`config.mk`:
```
export PLATFORM = sky130hd
export DESIGN_NAME = control_unit_pipelined_flat
export DESIGN_NICKNAME = d
export VERILOG_FILES = /design/src/rtl/control_unit_pipelined_if.sv /design/src/rtl/control_unit_pipelined.sv /design/src/flat_wrapper.sv
export SDC_FILE = /design/constraint.sdc
export NUM_CORES = 1
export LEC_CHECK = 0
export CAP_MARGIN = 25
export CORE_UTILIZATION = 45
export DETAILED_ROUTE_END_ITERATION = 7
export PLACE_DENSITY = 0.79
export SLEW_MARGIN = 10
export SYNTH_ARGS = -nofsm -noshare
export SYNTH_HDL_FRONTEND = slang
export SYNTH_SLANG_ARGS = --single-unit
```
`constraint.sdc`:
```
create_clock -name clk -period 1.43 [get_ports clk]
set_input_delay 0.2145 -clock clk [delete_from_list [all_inputs] [get_ports clk]]
set_output_delay 0.2145 -clock clk [all_outputs]
set_load 0.05 [all_outputs]
```
`src/rtl/control_unit_pipelined_if.sv`:
```
`default_nettype none
// ============================================================================
//  Module      : control_unit_pipelined_if
//  Description : Bundle of the decode-slot handshake and the registered
//                execute-stage control bus of control_unit_pipelined.
//                master : instruction source / control consumer
//                slave  : the control unit
//  Revision    : 1.0 - initial release
// ----------------------------------------------------------------------------
//  Signals
//    in_valid, in_ready         decode-slot handshake
//    mode, opcode, s,
//    immediate_in, cond         instruction fields
//    status                     committed flags {N,Z,C,V}
//    ex_stall                   execute stage frozen
//    out_valid .. flush_active  registered control outputs
// ============================================================================
interface control_unit_pipelined_if #(
  parameter int MODE_W     = 2,
  parameter int OPCODE_W   = 4,
  parameter int EXEC_CMD_W = 4
);
  logic                  in_valid;
  logic                  in_ready;
  logic [MODE_W-1:0]     mode;
  logic [OPCODE_W-1:0]   opcode;
  logic                  s;
  logic                  immediate_in;
  logic [3:0]            cond;
  logic [3:0]            status;
  logic                  ex_stall;

  logic                  out_valid;
  logic [EXEC_CMD_W-1:0] execute_command;
  logic                  mem_read;
  logic                  mem_write;
  logic                  wb_enable;
  logic                  immediate;
  logic                  branch_taken;
  logic                  status_write_enable;
  logic                  flush_active;

  modport master (
    output in_valid, mode, opcode, s, immediate_in, cond, status, ex_stall,
    input  in_ready, out_valid, execute_command, mem_read, mem_write,
           wb_enable, immediate, branch_taken, status_write_enable,
           flush_active
  );

  modport slave (
    input  in_valid, mode, opcode, s, immediate_in, cond, status, ex_stall,
    output in_ready, out_valid, execute_command, mem_read, mem_write,
           wb_enable, immediate, branch_taken, status_write_enable,
           flush_active
  );
endinterface
`default_nettype wire

```
`src/rtl/control_unit_pipelined.sv`:
```
`default_nettype none
// ============================================================================
//  Module      : control_unit_pipelined
//  Description : Combinational instruction decoder with condition gating,
//                followed by a one-stage registered control output. Handles
//                a status-flag hazard (one bubble after a flag-writing
//                instruction when the next one is conditional), execute
//                stall, and squashing of FLUSH_DEPTH instructions after a
//                taken branch.
//  Revision    : 1.0 - initial release
// ----------------------------------------------------------------------------
//  Ports
//    clk  : rising-edge clock
//    rst  : asynchronous active-high reset
//    bus  : control_unit_pipelined_if.slave (handshake, fields, controls)
// ============================================================================
module control_unit_pipelined #(
  parameter int MODE_W      = 2,
  parameter int OPCODE_W    = 4,
  parameter int EXEC_CMD_W  = 4,
  parameter int FLUSH_DEPTH = 1
) (
  input  wire logic                  clk,
  input  wire logic                  rst,
  control_unit_pipelined_if.slave    bus
);

  localparam int CNT_W = (FLUSH_DEPTH > 0) ? $clog2(FLUSH_DEPTH + 1) : 1;

  localparam logic [MODE_W-1:0]   C_MODE_ARITH  = MODE_W'(0);
  localparam logic [MODE_W-1:0]   C_MODE_MEM    = MODE_W'(1);
  localparam logic [MODE_W-1:0]   C_MODE_BRANCH = MODE_W'(2);

  localparam logic [OPCODE_W-1:0] C_OP_MOV = OPCODE_W'(4'b1101);
  localparam logic [OPCODE_W-1:0] C_OP_MVN = OPCODE_W'(4'b1111);
  localparam logic [OPCODE_W-1:0] C_OP_ADD = OPCODE_W'(4'b0100);
  localparam logic [OPCODE_W-1:0] C_OP_ADC = OPCODE_W'(4'b0101);
  localparam logic [OPCODE_W-1:0] C_OP_SUB = OPCODE_W'(4'b0010);
  localparam logic [OPCODE_W-1:0] C_OP_SBC = OPCODE_W'(4'b0110);
  localparam logic [OPCODE_W-1:0] C_OP_AND = OPCODE_W'(4'b0000);
  localparam logic [OPCODE_W-1:0] C_OP_ORR = OPCODE_W'(4'b1100);
  localparam logic [OPCODE_W-1:0] C_OP_EOR = OPCODE_W'(4'b0001);
  localparam logic [OPCODE_W-1:0] C_OP_CMP = OPCODE_W'(4'b1010);
  localparam logic [OPCODE_W-1:0] C_OP_TST = OPCODE_W'(4'b1000);
  localparam logic [OPCODE_W-1:0] C_OP_MEM = OPCODE_W'(4'b0100);

  localparam logic [3:0] C_COND_AL = 4'b1110;

  // --------------------------------------------------------------------------
  // Decode (combinational)
  // --------------------------------------------------------------------------
  logic [EXEC_CMD_W-1:0] dec_cmd;
  logic                  dec_mem_read;
  logic                  dec_mem_write;
  logic                  dec_wb;
  logic                  dec_imm;
  logic                  dec_branch;
  logic                  dec_swe;
  logic                  arith_known;
  logic                  arith_cmp_tst;

  always_comb begin
    dec_cmd       = '0;
    dec_mem_read  = 1'b0;
    dec_mem_write = 1'b0;
    dec_wb        = 1'b0;
    dec_imm       = 1'b0;
    dec_branch    = 1'b0;
    dec_swe       = 1'b0;
    arith_known   = 1'b1;
    arith_cmp_tst = 1'b0;

    if (bus.mode == C_MODE_ARITH) begin
      case (bus.opcode)
        C_OP_MOV: dec_cmd = EXEC_CMD_W'(4'b0001);
        C_OP_MVN: dec_cmd = EXEC_CMD_W'(4'b1001);
        C_OP_ADD: dec_cmd = EXEC_CMD_W'(4'b0010);
        C_OP_ADC: dec_cmd = EXEC_CMD_W'(4'b0011);
        C_OP_SUB: dec_cmd = EXEC_CMD_W'(4'b0100);
        C_OP_SBC: dec_cmd = EXEC_CMD_W'(4'b0101);
        C_OP_AND: dec_cmd = EXEC_CMD_W'(4'b0110);
        C_OP_ORR: dec_cmd = EXEC_CMD_W'(4'b0111);
        C_OP_EOR: dec_cmd = EXEC_CMD_W'(4'b1000);
        C_OP_CMP: begin
          dec_cmd       = EXEC_CMD_W'(4'b0100);
          arith_cmp_tst = 1'b1;
        end
        C_OP_TST: begin
          dec_cmd       = EXEC_CMD_W'(4'b0110);
          arith_cmp_tst = 1'b1;
        end
        default:  arith_known = 1'b0;
      endcase
      // Unknown opcodes fall through as a NOP with every control left at 0.
      if (arith_known) begin
        dec_wb  = !arith_cmp_tst;
        dec_swe = bus.s | arith_cmp_tst;
        dec_imm = bus.immediate_in;
      end
    end else if (bus.mode == C_MODE_MEM) begin
      if (bus.opcode == C_OP_MEM) begin
        dec_cmd       = EXEC_CMD_W'(4'b0010);
        dec_imm       = bus.immediate_in;
        dec_mem_read  = bus.s;
        dec_wb        = bus.s;
        dec_mem_write = !bus.s;
      end
    end else if (bus.mode == C_MODE_BRANCH) begin
      dec_branch = 1'b1;
    end
  end

  // --------------------------------------------------------------------------
  // Condition evaluation against committed flags {N,Z,C,V}
  // --------------------------------------------------------------------------
  logic flag_n, flag_z, flag_c, flag_v;
  logic cond_pass;

  assign {flag_n, flag_z, flag_c, flag_v} = bus.status;

  always_comb begin
    cond_pass = 1'b0;
    case (bus.cond)
      4'b0000: cond_pass = flag_z;
      4'b0001: cond_pass = !flag_z;
      4'b0010: cond_pass = flag_c;
      4'b0011: cond_pass = !flag_c;
      4'b0100: cond_pass = flag_n;
      4'b0101: cond_pass = !flag_n;
      4'b0110: cond_pass = flag_v;
      4'b0111: cond_pass = !flag_v;
      4'b1000: cond_pass = flag_c & !flag_z;
      4'b1001: cond_pass = !flag_c | flag_z;
      4'b1010: cond_pass = (flag_n == flag_v);
      4'b1011: cond_pass = (flag_n != flag_v);
      4'b1100: cond_pass = !flag_z & (flag_n == flag_v);
      4'b1101: cond_pass = flag_z | (flag_n != flag_v);
      4'b1110: cond_pass = 1'b1;
      default: cond_pass = 1'b0;
    endcase
  end

  // --------------------------------------------------------------------------
  // Handshake and hazard
  // --------------------------------------------------------------------------
  logic                  out_valid_q,    out_valid_d;
  logic [EXEC_CMD_W-1:0] exec_cmd_q,     exec_cmd_d;
  logic                  mem_read_q,     mem_read_d;
  logic                  mem_write_q,    mem_write_d;
  logic                  wb_enable_q,    wb_enable_d;
  logic                  immediate_q,    immediate_d;
  logic                  branch_taken_q, branch_taken_d;
  logic                  swe_q,          swe_d;
  logic [CNT_W-1:0]      flush_cnt_q,    flush_cnt_d;

  logic status_hazard;
  logic in_ready;
  logic accept;
  logic flush_active;

  // The instruction in the output register has not yet committed its flags,
  // so a conditional instruction must wait one cycle for them to settle.
  assign status_hazard = out_valid_q & swe_q & (bus.cond != C_COND_AL);
  assign in_ready      = !rst & !bus.ex_stall & !status_hazard;
  assign accept        = bus.in_valid & in_ready;
  assign flush_active  = (flush_cnt_q != '0);

  // --------------------------------------------------------------------------
  // Next-state of output register and flush counter
  // --------------------------------------------------------------------------
  always_comb begin
    out_valid_d    = out_valid_q;
    exec_cmd_d     = exec_cmd_q;
    mem_read_d     = mem_read_q;
    mem_write_d    = mem_write_q;
    wb_enable_d    = wb_enable_q;
    immediate_d    = immediate_q;
    branch_taken_d = branch_taken_q;
    swe_d          = swe_q;
    flush_cnt_d    = flush_cnt_q;

    if (!bus.ex_stall) begin
      // Bubble unless a live instruction is accepted below.
      out_valid_d    = 1'b0;
      exec_cmd_d     = '0;
      mem_read_d     = 1'b0;
      mem_write_d    = 1'b0;
      wb_enable_d    = 1'b0;
      immediate_d    = 1'b0;
      branch_taken_d = 1'b0;
      swe_d          = 1'b0;

      if (accept && flush_active) begin
        // Squashed: consumes one slot of the shadow, never loads a branch.
        flush_cnt_d = flush_cnt_q - CNT_W'(1);
      end else if (accept) begin
        // A failed condition still retires as a valid, control-less slot.
        out_valid_d    = 1'b1;
        exec_cmd_d     = cond_pass ? dec_cmd : '0;
        mem_read_d     = cond_pass & dec_mem_read;
        mem_write_d    = cond_pass & dec_mem_write;
        wb_enable_d    = cond_pass & dec_wb;
        immediate_d    = cond_pass & dec_imm;
        branch_taken_d = cond_pass & dec_branch;
        swe_d          = cond_pass & dec_swe;
        if (cond_pass & dec_branch) begin
          flush_cnt_d = CNT_W'(FLUSH_DEPTH);
        end
      end
    end
  end

  always_ff @(posedge clk or posedge rst) begin
    if (rst) begin
      out_valid_q    <= 1'b0;
      exec_cmd_q     <= '0;
      mem_read_q     <= 1'b0;
      mem_write_q    <= 1'b0;
      wb_enable_q    <= 1'b0;
      immediate_q    <= 1'b0;
      branch_taken_q <= 1'b0;
      swe_q          <= 1'b0;
      flush_cnt_q    <= '0;
    end else begin
      out_valid_q    <= out_valid_d;
      exec_cmd_q     <= exec_cmd_d;
      mem_read_q     <= mem_read_d;
      mem_write_q    <= mem_write_d;
      wb_enable_q    <= wb_enable_d;
      immediate_q    <= immediate_d;
      branch_taken_q <= branch_taken_d;
      swe_q          <= swe_d;
      flush_cnt_q    <= flush_cnt_d;
    end
  end

  assign bus.in_ready            = in_ready;
  assign bus.out_valid           = out_valid_q;
  assign bus.execute_command     = exec_cmd_q;
  assign bus.mem_read            = mem_read_q;
  assign bus.mem_write           = mem_write_q;
  assign bus.wb_enable           = wb_enable_q;
  assign bus.immediate           = immediate_q;
  assign bus.branch_taken        = branch_taken_q;
  assign bus.status_write_enable = swe_q;
  assign bus.flush_active        = flush_active;

endmodule
`default_nettype wire

```
`src/flat_wrapper.sv`:
```
// flat-port wrapper written by rule: the top's interface ports become plain ports
module control_unit_pipelined_flat 
#(
  parameter int MODE_W      = 2,
  parameter int OPCODE_W    = 4,
  parameter int EXEC_CMD_W  = 4,
  parameter int FLUSH_DEPTH = 1
)
  (clk, rst, bus_in_valid, bus_mode, bus_opcode, bus_s, bus_immediate_in, bus_cond, bus_status, bus_ex_stall, bus_in_ready, bus_out_valid, bus_execute_command, bus_mem_read, bus_mem_write, bus_wb_enable, bus_immediate, bus_branch_taken, bus_status_write_enable, bus_flush_active);
  control_unit_pipelined_if #(.MODE_W(MODE_W), .OPCODE_W(OPCODE_W), .EXEC_CMD_W(EXEC_CMD_W)) bus_i ();
  input  wire logic clk;
  input  wire logic rst;
  input wire logic [$bits(bus_i.in_valid)-1:0] bus_in_valid;
  input wire logic [$bits(bus_i.mode)-1:0] bus_mode;
  input wire logic [$bits(bus_i.opcode)-1:0] bus_opcode;
  input wire logic [$bits(bus_i.s)-1:0] bus_s;
  input wire logic [$bits(bus_i.immediate_in)-1:0] bus_immediate_in;
  input wire logic [$bits(bus_i.cond)-1:0] bus_cond;
  input wire logic [$bits(bus_i.status)-1:0] bus_status;
  input wire logic [$bits(bus_i.ex_stall)-1:0] bus_ex_stall;
  output wire logic [$bits(bus_i.in_ready)-1:0] bus_in_ready;
  output wire logic [$bits(bus_i.out_valid)-1:0] bus_out_valid;
  output wire logic [$bits(bus_i.execute_command)-1:0] bus_execute_command;
  output wire logic [$bits(bus_i.mem_read)-1:0] bus_mem_read;
  output wire logic [$bits(bus_i.mem_write)-1:0] bus_mem_write;
  output wire logic [$bits(bus_i.wb_enable)-1:0] bus_wb_enable;
  output wire logic [$bits(bus_i.immediate)-1:0] bus_immediate;
  output wire logic [$bits(bus_i.branch_taken)-1:0] bus_branch_taken;
  output wire logic [$bits(bus_i.status_write_enable)-1:0] bus_status_write_enable;
  output wire logic [$bits(bus_i.flush_active)-1:0] bus_flush_active;
  assign bus_i.in_valid = bus_in_valid;
  assign bus_i.mode = bus_mode;
  assign bus_i.opcode = bus_opcode;
  assign bus_i.s = bus_s;
  assign bus_i.immediate_in = bus_immediate_in;
  assign bus_i.cond = bus_cond;
  assign bus_i.status = bus_status;
  assign bus_i.ex_stall = bus_ex_stall;
  assign bus_in_ready = bus_i.in_ready;
  assign bus_out_valid = bus_i.out_valid;
  assign bus_execute_command = bus_i.execute_command;
  assign bus_mem_read = bus_i.mem_read;
  assign bus_mem_write = bus_i.mem_write;
  assign bus_wb_enable = bus_i.wb_enable;
  assign bus_immediate = bus_i.immediate;
  assign bus_branch_taken = bus_i.branch_taken;
  assign bus_status_write_enable = bus_i.status_write_enable;
  assign bus_flush_active = bus_i.flush_active;
  control_unit_pipelined #(.MODE_W(MODE_W), .OPCODE_W(OPCODE_W), .EXEC_CMD_W(EXEC_CMD_W), .FLUSH_DEPTH(FLUSH_DEPTH)) u_core (.clk(clk), .rst(rst), .bus(bus_i));
endmodule
```
* Word-level counts from Yosys, hierarchy flattened
Index checks and enable logic that the tools add are counted.
Operators by class: add/sub/neg operators 1, equality and inequality tests 29, mux-type cells 46, bitwise logic cells 17, reductions and logical operators 20
Operators with widths (count):
- 4-bit == test, second input constant | 12
- 1-bit two-way mux | 38
- 4-bit one-hot mux with 9 select lines | 1
- 4-bit by 3-bit == test with 1-bit output, second input constant | 7
- 4-bit two-way mux | 5
- 1-bit one-hot mux with 15 select lines | 1
- 1-bit bitwise AND | 13
- 4-bit by 2-bit == test with 1-bit output, second input constant | 3
- 11-bit OR reduction | 1
- 1-bit zero test | 9
- 4-bit by 1-bit == test with 1-bit output, second input constant | 2
- 4-bit zero test | 2
- 2-bit OR reduction | 3
- 4-bit inequality test, second input constant | 1
- 2-bit nonzero test | 2
- 1-bit bitwise OR | 3
- 3-bit AND reduction | 1
- 2-bit by 1-bit == test with 1-bit output, second input constant | 1
- 2-bit == test, second input constant | 1
- 2-bit zero test | 1
- 2-bit two-way mux | 1
- 1-bit == test | 1
- 1-bit logical AND | 1
- 1-bit inequality test | 1
- 2 further kinds | 2
Word-level totals: register bits 12, output and inout bits 13, word-level logic and storage cells 122

* Depth between registers and ports, before layout
Gate-level depths: netlist of run 1.
depth after elaboration 10, mapped depth 7

* Worst setup path before layout of run 1
No wires, ideal clock.
path type flip-flop to flip-flop, from register u_core.out_valid_q, in the netlist u_core.bus.out_valid, to register u_core.wb_enable_q, in the netlist u_core.bus.wb_enable, setup time 133 ps, data arrival time 1416 ps, path slack -119 ps, cell stages (with the launch flop) 7, buffers on the path 1, clock period less this slack 1549 ps, path through dfrtp_1 nand2_1 o211ai_1 nor2_1 o31ai_2 buf_6 o31ai_2
Between the ends: word-level cells in the longest chain between the ends 7, elaborated cells between the ends (all ways) 8, those cells by class mux: 2; bitwise: 4; reduce/logical: 2
Ends and longest elaborated chain:
- start: declaration | RTL line control_unit_pipelined.sv:146 | logic out_valid_q, out_valid_d;
- start signal: assignment | RTL line control_unit_pipelined.sv:225 | out_valid_q <= out_valid_d;
- 1-bit bitwise AND * (2 in a row) | RTL line control_unit_pipelined.sv:163 | assign status_hazard = out_valid_q & swe_q & (bus.cond != C_COND_AL);
- 1-bit zero test * | RTL line control_unit_pipelined.sv:164 | assign in_ready = !rst & !bus.ex_stall & !status_hazard;
- 1-bit bitwise AND * | RTL line control_unit_pipelined.sv:164
- 1-bit bitwise AND * | RTL line control_unit_pipelined.sv:165 | assign accept = bus.in_valid & in_ready;
- 1-bit two-way mux / 1-bit logical AND (equally long branches) | RTL line control_unit_pipelined.sv:196, control_unit_pipelined.sv:193
- 1-bit two-way mux * | RTL line control_unit_pipelined.sv:193 | if (accept && flush_active) begin
- end signal: assignment | RTL line control_unit_pipelined.sv:229 | wb_enable_q <= wb_enable_d;
- end: declaration | RTL line control_unit_pipelined.sv:150 | logic wb_enable_q, wb_enable_d;
Every way passes the cells marked *; elsewhere a longest branch is shown, timed or not. A chain may end at the register's enable or synchronous reset.

* Final worst setup path of run 1
from input bus_cond[0], to register u_core.wb_enable_q, in the netlist u_core.bus.wb_enable
Between the ends: word-level cells in the longest chain between the ends 7, elaborated cells between the ends (all ways) 25, those cells by class eq/ne: 15; mux: 3; bitwise: 4; reduce/logical: 3
Ends and longest elaborated chain:
- start: declaration | RTL line flat_wrapper.sv:18 | input wire logic [$bits(bus_i.cond)-1:0] bus_cond;
- 4-bit inequality test | RTL line control_unit_pipelined.sv:163
- 1-bit bitwise AND | RTL line control_unit_pipelined.sv:163
- 1-bit zero test | RTL line control_unit_pipelined.sv:164
- 1-bit bitwise AND | RTL line control_unit_pipelined.sv:164
- 1-bit bitwise AND | RTL line control_unit_pipelined.sv:165
- 1-bit two-way mux / 1-bit logical AND (equally long branches) | RTL line control_unit_pipelined.sv:196, control_unit_pipelined.sv:193
- 1-bit two-way mux * | RTL line control_unit_pipelined.sv:193
Marks and branches as above.

==> results of run 1 <==
[through the flow]
| step | TNS [ns] | utilization, % | power (uW) |
|---|---|---|---|
| floorplan | -0.0259 | - | 516 |
| global placement | -7.88 | 80.1 | 679 |
| detailed placement | -8.39 | 80.1 | 691 |
| CTS | 0 | 84.7 | 927 |
| global route | -1.33 | 94.3 | 1070 |
| finish | -1.21 | 94.3 | 1040 |
[Yosys cell counts, types with 3 or more instances]
cell	count	share of area (%)
buf_6	5	5.8
nand2_1	16	6.2
nand3_1	3	1.5
dfrtp_1	12	31
o21ai_2	9	8.1
a21oi_1	6	3.1
nor2_1	5	1.9
nor3_1	3	1.5
o21ai_0	3	1.5
[routing by layer]
| layer | GRT usage [%] | wire length, um | share of wire, % |
|---|---|---|---|
| met1 | 33.1 | 1650 | 35 |
| met2 | 53.3 | 2300 | 48 |
| met3 | 5.03 | 367 | 7.7 |
| met4 | 16.7 | 444 | 9.3 |
| met5 | 0 | 0 | 0 |
[power breakdown]
part | switching (uW) | leakage (uW) | internal, uW
logic | 223 | 0.000644 | 221
clock network | 128 | 0.0000150 | 108
registers | 9.74 | 0.000163 | 347
[critical path: stages]
cell and delay, ns:
clkbuf_4 0.15, buf_4 0.16, nor2_1 0.18, nand3_1 0.17, a311oi_2 0.42, o31ai_4 0.16, buf_6 0.16, o31ai_4 0.20
[logic make-up (layout without fill, tap and decap cells)]
group | Yosys count | count (layout) | synth area share [%]
buffers and inverters | 10 | 76 | 7.98
and+or+nand+nor | 44 | 44 | 26.8
AOI/OAI and AO/OA | 32 | 32 | 27.5
xor gates and xnor gates | 4 | 4 | 3.60
DFF | 12 | 12 | 30.9
muxes | 3 | 3 | 3.22
[timing repair]
action                                 in CTS  in global routing
buffers inserted                            4                  7
pin swaps                                  13                 12
endpoints found under the hold margin       0                  0
gates resized for setup                    52                 24
setup endpoints to repair                  12                 12
gates cloned                                0                  1
[cell type report]
class / instances / area [um2] / area share, %
Timing Repair Buffer: 70 / 778 / 41.2
Sequential cell: 12 / 303 / 16.0
Inverter: 2 / 7.51 / 0.398
Tap cell: 27 / 33.8 / 1.79
Multi-Input combinational cell: 83 / 738 / 39.1
Clock buffer: 4 / 26.3 / 1.39
[flip-flops by register name, indices dropped and copies added, names as in the netlist]
name                            cells
u_core.bus.flush_active             1
u_core.bus.execute_command          4
u_core.bus.wb_enable                1
u_core.bus.out_valid                1
u_core.bus.mem_write                1
u_core.bus.immediate                1
u_core.bus.status_write_enable      1
u_core.bus.mem_read                 1
u_core.bus.branch_taken             1
[worst min path at each step]
stage               cells past startpoint                                   endpoint  slack (ns)
floorplan                               1        u_core.bus.branch_taken$_DFFE_PP0N_        0.08
global placement                        2  u_core.bus.execute_command[0]$_DFFE_PP0N_        0.53
detailed placement                      2           u_core.bus.immediate$_DFFE_PP0N_        0.53
CTS                                     2           u_core.bus.wb_enable$_DFFE_PP0N_         0.1
global route                            2           u_core.bus.wb_enable$_DFFE_PP0N_        0.14
finish                                  2           u_core.bus.mem_write$_DFFE_PP0N_        0.10
==> results.yml, run 1 <==
clock_network:
  clock_tree.htree_level_count: 1
  worstSkewPairLatency_ns: 0.28
  cts_buffers: 3
  clk_pin_slew_ns: 0.09
  clock-sinks: 12
  ctsHoldBuffers: 0
  cts_tree: "built"
  clock_path_buffers: 2
  cts_root_buf: "clkbuf_4"
timing:
  period_share_pct: 114
  whs_ns: 0.105
  slew_violations: 0
  max-slew-margin-rel_pct: 63.6
  clock.fmax_mhz: 616
  finalSetupViolCount: 12
  finalCriticalPeriod_ns: 1.62
  rsz0062_at_grt: "yes"
  setup_ws_ns: -0.193
  worst_pin_slew_ns: 0.538
  skew_ns: 0.00678
  hold_violations: 0
hold_path:
  hp-class: "in -> async"
place:
  numPlacedInstances: 183
  gp_congestion: 0.836
  place_ws_ns: -0.747
  placement.io_buffers: 32
  postPlaceCellArea_mm2: 0.00160
worst_setup_path:
  reg2reg_from: "u_core.bus.status_write_enable$_DFFE_PP0N_"
  endpoint_kind: "register"
  cp.required_ns: 1.63
  worstPathMaxFanout: 10
  r2r_setup_slack_ns: -0.06
  r2r_cells: 6
  cp_data_arrival_time_ns: 1.83
  path_class: "in -> reg"
  critPathCapture: "u_core.bus.wb_enable$_DFFE_PP0N_"
  r2r_end: "u_core.bus.wb_enable$_DFFE_PP0N_"
  crit_start: "bus_cond[0]"
  startpoint_type: "input port"
route:
  drt_iter0_markers: 42
  dr.pass1.iters: 4
  viasPerCell: 6.37
  ant_nets: 0
  wl_mm: 4.76
  routedWlPerCell_um: 24.1
  drc: 0
  vias: 1262
yosys:
  synth-async-reset-ratio_pct: 100
  syn_area_um2: 972
  syn_nets: 125
  synth_cell_types: 38
  syn_inst: 105
  yosys_warnings: 0
  ys_ff_latch: 12
  synthFlopType: "dfrtp_1"
  ys_seq_area_share_pct: 30.9
  synth-edff-count: 0
  avgSynthCellArea_um2: 9.26
final_layout:
  final_common_cell: "buf_4"
  num-nets-final: 192
  final_cell_mix: "31 x buf_4, 15 x nand2_1, 15 x buf_12"
  diodes: 0
  fill_cells: 52
  fin_cells: 198
  postLayoutCellArea_mm2: 0.00189
  area_delta_synth_final_pct: 94.1
  layout-drive-gt1-share_pct: 55.6
outcome:
  failed_checks: "setup timing"
  status: "finished, violations left"
power:
  max-vdd-ir-drop_mv: 0.498
  powerDensity_mw_per_mm2: 550
  leakagePower_uw: 0.000822
global_route:
  grt_max_degree: 13
  grt_pass1_vias: 1099
  track_usage_pct: 29.7
  overflow: 0
  antenna_found_initial: 0
  grt_pass1_wl_mm: 5.21
floorplanning:
  initial_core_util_pct: 48.6
  fp.dieW_um: 48.5
  coreArea_mm2: 0.00200
  dieArea_mm2: 0.00235
  die_y_um: 48.5
  rows: 16
  io_pins: 33
run:
  max-cap-violations: 0
(Power assumes the default switching activity.)
==> run 2, diff against run 1 <==
HOLD_SLACK_MARGIN = 0.03   (was not set)
==> results of run 2 <==
No change in the layout: final DEF, timing and power equal those of run 1.
==> run 3, diff against run 2 <==
CORE_ASPECT_RATIO = 1.5   (was not set)
==> run 3 against run 2 <==
The run ends with hold timing, setup timing left. Total power down 7.9%. Die area is 0.16% higher. Global-route usage shrank 2.3 points.
==> results.yml, run 3 (same netlist as run 1, synthesis figures left out) <==
outcome:
  status: "finished, violations left"
  failed_checks: "hold timing, setup timing"
route:
  routed-wl-met2_mm: 1.91
  dr.pass1.iters: 4
  wl_mm: 3.19
  ant_nets: 0
  drt_iter0_markers: 50
  vias: 1093
  drt-met1-wl_mm: 1.17
  top_layer: "met4"
  viasPerCell: 5.75
  routedWlPerCell_um: 16.8
  drc: 0
  dr_wl_met3_um: 70
final_layout:
  fin_cells: 190
  diodes: 0
  postLayoutCellArea_mm2: 0.00175
  layout-drive-gt1-share_pct: 52.4
  largest_reg_flops: 4
  area_delta_synth_final_pct: 80.3
  num-nets-final: 189
  final_cell_mix: "33 x buf_4, 15 x nand2_1, 13 x buf_12"
  final_core_util_pct: 86.5
  final_common_cell: "buf_4"
timing:
  period_share_pct: 102
  finalCriticalPeriod_ns: 1.46
  hold_violations: 12
  clock.fmax_mhz: 687
  whs_ns: -0.0170
  finalSetupViolCount: 11
  worst_pin_slew_ns: 0.442
  slew_violations: 0
  skew_ns: 0.000528
  max-slew-margin-rel_pct: 70.5
  rsz0062_at_grt: "yes"
  setup_ws_ns: -0.0262
worst_setup_path:
  path_cells: "buf_4 -> buf_6 -> and4bb_1 -> mux2i_1 -> a311oi_2 -> o31ai_2 -> buf_6 -> o31ai_4"
  worstPathMaxFanout: 6
  reg2reg_from: "u_core.bus.out_valid$_DFFE_PP0N_"
  startpoint_type: "input port"
  critPathMaxStageDelay_ns: 0.37
  cp_data_arrival_time_ns: 1.62
  worst-path-buf-inv: 3
  endpoint_kind: "register"
  path_delay_family: "compound AO/OA/AOI/OAI gates"
  crit_path_top_delay_cell: "o31ai_2"
  crit_start: "bus_cond[2]"
  path_class: "in -> reg"
  path_common_cell: "buf_6"
  cp.required_ns: 1.59
global_route:
  grt_pass1_vias: 1057
  grt_pass1_wl_mm: 4.56
  grt_max_degree: 14
  track_usage_pct: 27.4
  antenna_found_initial: 0
  overflow: 0
floorplanning:
  fp.dieW_um: 40.0
  io_pins: 33
  dieArea_mm2: 0.00235
  initial_core_util_pct: 48.0
  die_y_um: 58.9
  coreArea_mm2: 0.00203
  rows: 20
power:
  p_sw_share_pct: 32.0
  max-vdd-ir-drop_mv: 0.335
  internal_power_uw: 650
  power_frac_comb_pct: 39.7
  p_sw_uw: 306
  clockPowerShare_pct: 23.1
  leakagePower_uw: 0.000770
  seqPwrFrac_pct: 37.2
  powerDensity_mw_per_mm2: 545
run:
  max-cap-violations: 0
place:
  placement.io_buffers: 32
  postPlaceCellArea_mm2: 0.00156
  numPlacedInstances: 175
  place_ws_ns: -0.745
  dpl.hpwl_mm: 2.09
  gp_congestion: 0.835
clock_network:
  cts_root_buf: "clkbuf_4"
  clock_tree.htree_level_count: 1
  clock-sinks: 12
  clock_path_buffers: 2
  cts_tree: "built"
  worstSkewPairLatency_ns: 0.27
  cts_buffers: 3
  clk_pin_slew_ns: 0.07
hold_path:
  hp-class: "in -> async"
run 3: timing repair:
| item | 4_1_cts | 5_1_grt |
|---|---|---|
| buffers inserted | 5 | 3 |
| setup endpoints to repair | 13 | 12 |
| resized for setup | 45 | 19 |
| cloned | 3 | 0 |
| pin swaps | 7 | 10 |
| hold buffers | 0 | 0 |
run 3: through the flow:
step | power, uW | TNS [ns] | hold slack, ns
2_1_floorplan | 516 | -0.0259 | 0.0791
5_1_grt | 990 | -0.513 | 0.0314
3_5_place_dp | 685 | -8.43 | 0.534
3_3_place_gp | 672 | -7.00 | 0.531
4_1_cts | 923 | 0 | 0.273
6_report | 956 | -0.141 | -0.0170
run 3: layer usage:
metal  vias to the layer above  global-route usage, %
met2                        34                   52.5
met4                         0                   9.36
li1                        516                      -
met1                       535                   28.8
met3                         8                   1.51
met5                         -                      0
run 3: final timing paths:
check / endpoint / slack (ns) / cells after the start
worst max-delay path: u_core.bus.wb_enable$_DFFE_PP0N_ / -0.03 / 8
worst max register to register: u_core.bus.wb_enable$_DFFE_PP0N_ / -0.01 / 6
worst min register to register: u_core.bus.execute_command[3]$_DFFE_PP0N_ / 0.56 / 2
min in group clk: u_core.bus.execute_command[0]$_DFFE_PP0N_ / 0.56 / 4
max in group asynchronous: u_core.bus.out_valid$_DFFE_PP0N_ / 1.12 / 2
worst min-delay path: u_core.bus.flush_active$_DFFE_PP0P_ / -0.02 / 2
run 3: power groups by stage:
stage	Combinational [uW]	Clock, uW	Sequential, uW
2_1_floorplan	130	0	386
3_3_place_gp	311	0	361
3_5_place_dp	324	0	362
4_1_cts	350	219	355
5_1_grt	398	235	356
6_report	380	221	355
run 3: cell type report:
| cell class | count | area [um2] |
|---|---|---|
| Tap cell | 22 | 27.5 |
| Timing Repair Buffer | 67 | 706 |
| Clock buffer | 4 | 26.3 |
| Inverter | 2 | 7.51 |
| Sequential cell | 12 | 303 |
| Multi-Input combinational cell | 83 | 683 |
| Fill cell | 116 | 274 |
run 3: worst reg2reg max path, stage by stage, from the launching register on:
cell and delay (ns):
dfrtp_2 0.41, nand2_2 0.08, o211ai_1 0.12, nor2_1 0.21, o31ai_2 0.13, buf_6 0.17
o31ai_4 0.23
==> patch (flow settings as in run 3) <==
`MODE_W` is set to 2 in 3 places; all go to 4.
--- a/src/rtl/control_unit_pipelined_if.sv
+++ b/src/rtl/control_unit_pipelined_if.sv
@@ -16,7 +16,7 @@
 //    out_valid .. flush_active  registered control outputs
 // ============================================================================
 interface control_unit_pipelined_if #(
-  parameter int MODE_W     = 2,
+  parameter int MODE_W     = 4,
   parameter int OPCODE_W   = 4,
   parameter int EXEC_CMD_W = 4
 );
--- a/src/rtl/control_unit_pipelined.sv
+++ b/src/rtl/control_unit_pipelined.sv
@@ -15,7 +15,7 @@
 //    bus  : control_unit_pipelined_if.slave (handshake, fields, controls)
 // ============================================================================
 module control_unit_pipelined #(
-  parameter int MODE_W      = 2,
+  parameter int MODE_W      = 4,
   parameter int OPCODE_W    = 4,
   parameter int EXEC_CMD_W  = 4,
   parameter int FLUSH_DEPTH = 1
--- a/src/flat_wrapper.sv
+++ b/src/flat_wrapper.sv
@@ -1,7 +1,7 @@
 // flat-port wrapper written by rule: the top's interface ports become plain ports
 module control_unit_pipelined_flat 
 #(
-  parameter int MODE_W      = 2,
+  parameter int MODE_W      = 4,
   parameter int OPCODE_W    = 4,
   parameter int EXEC_CMD_W  = 4,
   parameter int FLUSH_DEPTH = 1
Ports: changed (resized bus_mode); port bits go from 33 to 35. The function was not compared with the original's and may differ.
==> patch against run 3 <==
The flow finishes with violations (negative setup slack). Clock power increased by 25%. Design area increased by 13%. Setup slack got worse by 300 ps. Sequential power decreased by 2%. Synthesized area increased by 3.9%. Synthesized cell count increased by 6.7%. Die area increased by 3.7%. Routed wire length increased by 65%. Total power increased by 13%. Sequential share of layout area decreased by 2.0 points. Global-route usage increased by 17 points. Sequential cell count unchanged.
==> patch: results (changes against run 3) <==
Yosys
  • Synth area leaders: dfrtp_1 (30%), o31ai_2 (7.4%), nand2_1 (4.5%), a32o_1 (3.0%), a311oi_2 (3.0%) (was dfrtp_1 (31%), o21ai_2 (8.1%), nand2_1 (6.2%), buf_6 (5.8%), a21oi_1 (3.1%))
  • Mux cell area share after synthesis: 1.115% (was 3.218%)
  • Seq/Total Area, Yosys: 29.74% (was 30.89%)
  • Post-Synth XOR/XNOR Area: 3.470% (was 3.604%)
  • Commonest cells post-synth: dfrtp_1 (12), nand2_1 (12), nor2_1 (7) (was nand2_1 (16), dfrtp_1 (12), o21ai_2 (9), a21oi_1 (6))
  • Post-synthesis compound-gate area fraction: 31.23% (was 27.54%)
  • Synth Net Count: 134 (was 125)
  • Library cells used by synthesis: 43 (was 38)

Cells and area
  • Share of layout cells above drive strength 1: 53.59% (was 52.38%)
  • Nets: 204 (was 189)
  • Fill cell count: 52 (was 116)

Worst setup path
  • WP data arrival: 1950 ps (was 1620 ps)
  • CP max-delay cell: o311ai_4 (was o31ai_2)
  • Setup slack, reg-to-reg: -200 ps (was -10 ps)
  • Worst Setup SP: bus_cond[0] (was bus_cond[2])
  • Crit-path max cell delay: 400 ps (was 370 ps)
  • Crit-path leading delay family: compound AO/OA/AOI/OAI gates (unchanged)
  • Worst-path fanout max: 5 (was 6)

STA
  • Slew headroom: 64.17% (was 70.52%)
  • WHS: 344.0 ps (was -17.01 ps)
  • Final setup viols: 12 (was 11)
  • Worst setup margin: -321.4 ps (was -26.24 ps)
  • Worst Skew: 1.689 ps (was 0.5282 ps)

Status
  • Failing checks: negative setup slack (was negative hold slack, negative setup slack)
  • Status: finished with violations (unchanged)

Drt
  • DR iter-0 viols: 145 (was 50)
  • Vias/cell: 6.956 (was 5.753)
  • WL per Instance: 26.01 um (was 16.79 um)

GRT
  • Largest net degree at the start of global routing: 13 (was 14)
  • First-pass GRT wire length: 7038 um (was 4560 um)
  • Global Route Usage Sum: 44.03% (was 27.38%)

Place
  • # port buffers: 34 (was 32)
  • RD Place Congestion: 0.7991 (was 0.8351)
  • Detail Placement HPWL: 2191 um (was 2087 um)

CTS
  • Clock transition at path regs: 80 ps

Power
  • Peak VDD IR: 428.2 uV (was 335.3 uV)
  • Leak: 0.0008504 uW (was 0.0007698 uW)
-- patch: cell types whose count changed in the layout (fill, tap and decap cells not counted), moves of 3 or more --
cell             change
buf_12               +3
nand2_1              -3
a32o_1               +3
a311oi_4             +3
dlygate4sd2_1        -4
nor2_1               +3
o21ai_2              -4
inv_1                +4
o21ai_1              -3
nand3b_1             +3
clkdlybuf4s50_1      +6
-- patch: timing repair --
action,4_1_cts,5_1_grt
resized for setup,49,14
cloned,1,0
setup buffers,11,2
setup endpoints to repair,13,12
pin swaps,15,10
-- patch: power by group --
part | internal (uW) | switching, uW | total, uW
registers | 343 | 4.82 | 348
logic | 221 | 236 | 457
clock network | 155 | 121 | 277
total | 720 | 362 | 1080
-- patch: logic make-up (layout without fill, tap and decap cells) --
family                    Yosys count  in the layout
and+or+nand+nor                    46             46
DFF                                12             12
muxes                               1              1
AOI/OAI and AO/OA                  33             33
buffers and inverters              16             85
xor gates and xnor gates            4              4
-- patch: per-layer routing --
| metal | global-route usage [%] | vias to the layer above | routed length, um |
|---|---|---|---|
| li1 | - | 555 | - |
| met1 | 42.15 | 648 | 1529 |
| met2 | 74.83 | 147 | 2718 |
| met3 | 7.807 | 62 | 459 |
| met4 | 37.14 | 0 | 573 |
| met5 | 0 | - | 0 |
-- patch: final timing paths --
kind | endpoint | cells past startpoint
setup / recovery | u_core.bus.execute_command[3] | 9
hold reg to reg | u_core.bus.execute_command[0] | 2
hold / removal | u_core.bus.execute_command[3] | 2
min in group clk | u_core.bus.immediate | 3
max in group asynchronous | u_core.bus.out_valid | 2
setup reg to reg | u_core.bus.execute_command[3] | 5
-- patch: final cells by class --
type                       instances  area [um2]  area share (%)
timing repair buffer              75       815.8           41.16
tap                               22       27.53           1.389
sequential                        12       302.8           15.28
multi-input combinational         84       777.0           39.20
inverter                           6       22.52           1.136
clock buffer                       4       36.28           1.831
-- patch: metrics by stage --
step	setup TNS [ps]	utilization [%]	setup slack [ps]	cells	instance area [um2]
final	-2892	95.42	-321.4	203	1982
after global routing	-3199	95.42	-338.4	203	1982
after CTS	-1937	93.19	-208.0	202	1936
after detailed placement	-9886	80.48	-864.9	186	1672
after global placement	-8753	80.48	-744.4	186	1672
after floorplan	-6283	-	-645.8	112	1012
